`config.mk`:
```
export PLATFORM = sky130hd
export DESIGN_NAME = deserializador_param
export DESIGN_NICKNAME = d
export VERILOG_FILES = /design/src/rtl/deserializador_param.sv
export SDC_FILE = /design/constraint.sdc
export NUM_CORES = 1
export LEC_CHECK = 0
export CORE_MARGIN = 2
export CORE_UTILIZATION = 63
export CTS_CLUSTER_SIZE = 30
export DETAILED_ROUTE_END_ITERATION = 10
export PLACE_DENSITY = 0.9
export REMOVE_ABC_BUFFERS = 1
export SLEW_MARGIN = 30
export SYNTH_ARGS = -nofsm -noshare
export SYNTH_HDL_FRONTEND = slang
export SYNTH_SLANG_ARGS = --single-unit
```
`constraint.sdc`:
```
create_clock -name clk_100KHz -period 6.3 [get_ports clk_100KHz]
set_input_delay 1.26 -clock clk_100KHz [delete_from_list [all_inputs] [get_ports clk_100KHz]]
set_output_delay 1.26 -clock clk_100KHz [all_outputs]
set_load 0.005 [all_outputs]
```
`src/rtl/deserializador_param.sv`:
```
// Serial-to-parallel deserializer: WIDTH-bit words assembled from a bit stream, queued DEPTH deep.
// Optional macro DESER_OVERFLOW_CNT_EN adds overflow_cnt, a saturating count of bits dropped while stalled.
module deserializador_param #(
  parameter int WIDTH     = 8,
  parameter int DEPTH     = 4,
  parameter bit MSB_FIRST = 1'b1
) (
  input  logic             clk_100KHz,
  input  logic             reset,
  input  logic             data_in,
  input  logic             write_in,
  input  logic             ack_in,
  output logic             status_out,
  output logic [WIDTH-1:0] data_out,
  output logic             data_ready
`ifdef DESER_OVERFLOW_CNT_EN
  ,
  output logic [7:0]       overflow_cnt
`endif
);
  localparam int CW = $clog2(WIDTH);
  localparam int PW = (DEPTH > 1) ? $clog2(DEPTH) : 1;
  localparam int OW = $clog2(DEPTH + 1);

  typedef enum logic {ACCEPT = 1'b0, STALL = 1'b1} state_t;
  state_t state, state_nxt;

  logic [WIDTH-1:0] sr, sr_nxt;
  logic [CW-1:0]    bit_cnt;
  logic [WIDTH-1:0] mem [DEPTH];
  logic [PW-1:0]    wr_ptr, rd_ptr, rd_ptr_nxt;
  logic [OW-1:0]    occ, occ_nxt;
  logic             accept, push, pop;
  logic [WIDTH-1:0] head_nxt;

  function automatic logic [PW-1:0] ptr_inc(input logic [PW-1:0] p);
    return (p == PW'(DEPTH - 1)) ? '0 : p + PW'(1);
  endfunction

  always_ff @(posedge clk_100KHz or posedge reset) begin
    if (reset) state <= ACCEPT;
    else       state <= state_nxt;
  end

  always_comb begin
    state_nxt  = state;
    status_out = 1'b0;
    case (state)
      ACCEPT: if (push && !pop && occ == OW'(DEPTH - 1)) state_nxt = STALL;
      STALL: begin
        status_out = 1'b1;
        if (pop) state_nxt = ACCEPT;
      end
      default: state_nxt = ACCEPT;
    endcase
  end

  // Outputs are registered from post-edge queue state, so the head word is
  // looked up through the next read pointer; a word pushed into an empty slot
  // that becomes the head bypasses the memory.
  always_comb begin
    accept     = write_in && (state == ACCEPT);
    push       = accept && (bit_cnt == CW'(WIDTH - 1));
    pop        = ack_in && data_ready;
    sr_nxt     = MSB_FIRST ? {sr[WIDTH-2:0], data_in} : {data_in, sr[WIDTH-1:1]};
    rd_ptr_nxt = pop ? ptr_inc(rd_ptr) : rd_ptr;
    occ_nxt    = occ + OW'(push) - OW'(pop);
    head_nxt   = '0;
    if (occ_nxt != '0)
      head_nxt = (push && rd_ptr_nxt == wr_ptr) ? sr_nxt : mem[rd_ptr_nxt];
  end

  always_ff @(posedge clk_100KHz or posedge reset) begin
    if (reset) begin
      sr         <= '0;
      bit_cnt    <= '0;
      wr_ptr     <= '0;
      rd_ptr     <= '0;
      occ        <= '0;
      data_ready <= 1'b0;
      data_out   <= '0;
    end else begin
      if (accept) begin
        sr      <= sr_nxt;
        bit_cnt <= push ? '0 : bit_cnt + CW'(1);
      end
      if (push) wr_ptr <= ptr_inc(wr_ptr);
      rd_ptr     <= rd_ptr_nxt;
      occ        <= occ_nxt;
      data_ready <= (occ_nxt != '0);
      data_out   <= head_nxt;
    end
  end

  always_ff @(posedge clk_100KHz) begin
    if (push) mem[wr_ptr] <= sr_nxt;
  end

`ifdef DESER_OVERFLOW_CNT_EN
  always_ff @(posedge clk_100KHz or posedge reset) begin
    if (reset)
      overflow_cnt <= '0;
    else if (write_in && status_out && overflow_cnt != 8'hFF)
      overflow_cnt <= overflow_cnt + 8'd1;
  end
`endif

endmodule

```
==> results.json <==
{
  "core-area_sq_um": 3970,
  "synth_top_area_share_pct": 37.2,
  "final_cell_mix": "nand2_1 (45), edfxtp_1 (32), dfrtp_1 (27), o21ai_0 (20), nor3b_1 (16)",
  "powerDensity_nw_per_um2": 441,
  "synth_seq_cells": 59,
  "min_path_type": "reg -> reg",
  "seq_area_frac_synth_pct": 63.4,
  "initial_core_util_pct": 65.0,
  "cts_tree": "built",
  "leakage_nw": 1.18,
  "timing.rr.start": "state",
  "async_flop_share_pct": 45.8,
  "routabilityCongestion": 0.784,
  "clockBufferDepth": 2,
  "r2r-end": "data_out[3]",
  "fin_tns_setup_ns": 0,
  "worstRegToRegCells": 10,
  "wl_per_cell_microns": 16.6,
  "port_buffers": 14,
  "grt_pass1_vias": 1657,
  "setup_viol": 0,
  "fin_nets": 246,
  "critical_path_required_ns": 6.51,
  "postCtsHoldBufs": 0,
  "fin_area_sq_um": 2930,
  "avgSynthCellArea_sq_um": 12.2,
  "die_h_microns": 68.0,
  "drcViolationCount": 0,
  "layout_commonest_cell": "nand2_1",
  "ys.flop_type": "edfxtp_1",
  "synth_edf_count": 32,
  "cts_resized": 0,
  "critical_path.startpoint_type": "input pin",
  "netlist_instances": 212,
  "finClkSkew_ns": 0.00925,
  "max-slew-margin-rel_pct": 45.2,
  "synth_area_leaders": "edfxtp_1 (37%), dfrtp_1 (26%), nand2_1 (6.5%)",
  "layout-area-overhead-vs-synth_pct": 13.5,
  "yosys_warnings": 0,
  "h-tree-depth": 3,
  "crit_type": "in -> reg",
  "clockRootBuffer": "clkbuf_8",
  "io_pins": 15,
  "fillers": 264,
  "crit_end": "data_out[3]",
  "end_kind": "register",
  "p_total_mw": 1.29,
  "gr-total-overflow": 0,
  "first_pass_iters": 4,
  "crit_start": "write_in",
  "timing.final.crit_share_pct": 63.3,
  "drive_gt1_share_pct": 7.66,
  "yosysUniqueCellTypes": 30,
  "fp-row-count": 23,
  "status": "completed",
  "grt_pass1_wl_microns": 7750,
  "maxCapViolations": 0,
  "cp_max_fo": 14,
  "holdCritStartpoint": "bit_cnt[1]",
  "clk_latency_ns": 0.33,
  "yosys.area.top_type": "edfxtp_1",
  "rrSetupSlack_ns": 3.30,
  "dpl.cell_count": 269,
  "syn_area_sq_um": 2580,
  "dieArea_sq_um": 4620,
  "grt_antenna_before_repair": 0,
  "cp.arrival_ns": 4.20,
  "drt_iter0_drc": 161,
  "clock_sinks": 59,
  "fmax_mhz": 251,
  "drt_wl_total_microns": 4750,
  "post_cts_buffers": 0,
  "rsz0062_at_grt": "no",
  "hpwl_microns": 2950,
  "antennaDiodeCount": 0,
  "ant_nets": 0,
  "layout_min_cycle_time_ns": 3.99,
  "grt_max_degree": 28,
  "groute.usage.overall_pct": 24.2,
  "finalHoldViolCount": 0,
  "postPlaceCellArea_sq_um": 2750,
  "numCtsBuffers": 9,
  "worstMarginPinSlew_ns": 0.821,
  "final_cells": 285,
  "die_w_microns": 68.0,
  "clk_pin_slew_ns": 0.06,
  "dp_slack_ns": 1.99,
  "timing.final.max_slew_violations": 0,
  "num_vias": 1678,
  "ir_worst_vdd_mv": 0.230,
  "setup_ws_ns": 2.31,
  "vias_per_cell": 5.89
}
==> power breakdown <==
| part | total [mW] | switching (mW) | leakage, nW | internal, mW |
|---|---|---|---|---|
| clock | 0.318 | 0.138 | 0.0894 | 0.180 |
| combinational | 0.436 | 0.232 | 0.471 | 0.204 |
| sequential | 0.538 | 0.0485 | 0.620 | 0.490 |
==> synth_stat cells, drive strengths merged, types with 2 or more instances <==
master   n
a21boi   2
a21oi    8
a311o    8
and3     5
buf      2
clkbuf   7
dfrtp   27
edfxtp  32
ha      10
inv     11
nand2   45
nand3b   2
nor2     2
nor3     2
nor3b   16
o21ai   20
or3      3
==> how the worst min path moves through the flow <==
stage / depth (start not counted) / end
finish: 2 / bit_cnt[1]
global route: 1 / state
CTS: 2 / bit_cnt[2]
detailed placement: 2 / bit_cnt[2]
global placement: 2 / bit_cnt[1]
floorplan: 2 / bit_cnt[1]
==> logic make-up after synthesis <==
| logic type | count (synthesis) | synth area share [%] |
|---|---|---|
| compound gates | 41 | 10.8 |
| simple gates | 79 | 16.0 |
| fa+ha+maj | 11 | 5.63 |
| xor+xnor | 2 | 0.679 |
| buf+inv | 20 | 3.49 |
| flops | 59 | 63.4 |
==> final cells by class <==
cell class	instances	area, sq um	share of cell area, %
clock inverters	4	42.5	1.45
well taps	50	62.6	2.14
repair buffers	16	155	5.30
inverters	11	41.3	1.41
flip-flops and latches	59	1640	55.9
clock buffers	12	135	4.61
multi-input cells	133	856	29.2
==> critical path, stage by stage <==
cell	delay, ns
clkdlybuf4s50_1	0.47
nor2b_1	0.66
nand2_1	0.28
ha_1	0.35
inv_1	0.03
ha_1	0.18
fa_1	0.38
xnor2_1	0.15
nor3_1	0.16
buf_4	0.21
a21oi_1	0.07
==> per-layer routing <==
metal / global-route usage, % / routed length (microns) / vias up
met5: 0 / 0 / -
li1: - / - / 790
met2: 38.2 / 2340 / 52
met1: 30.9 / 2070 / 830
met4: 11.5 / 58 / 0
met3: 7.07 / 275 / 6
==> registers in the layout (all words and copies together) (netlist names) <==
register,count
rd_ptr,2
wr_ptr,2
state,1
mem,32
bit_cnt,3
occ,3
data_ready,1
sr,7
data_out,8
==> metrics by stage <==
| step | hold WS [ns] | utilization [%] |
|---|---|---|
| after global routing | 0.506 | 73.8 |
| after global placement | 0.457 | 69.2 |
| after detailed placement | 0.468 | 69.3 |
| after CTS | 0.481 | 73.8 |
| after floorplan | 0.443 | - |
| final | 0.478 | 73.8 |
Note: power is estimated with default switching activity, not from simulation.
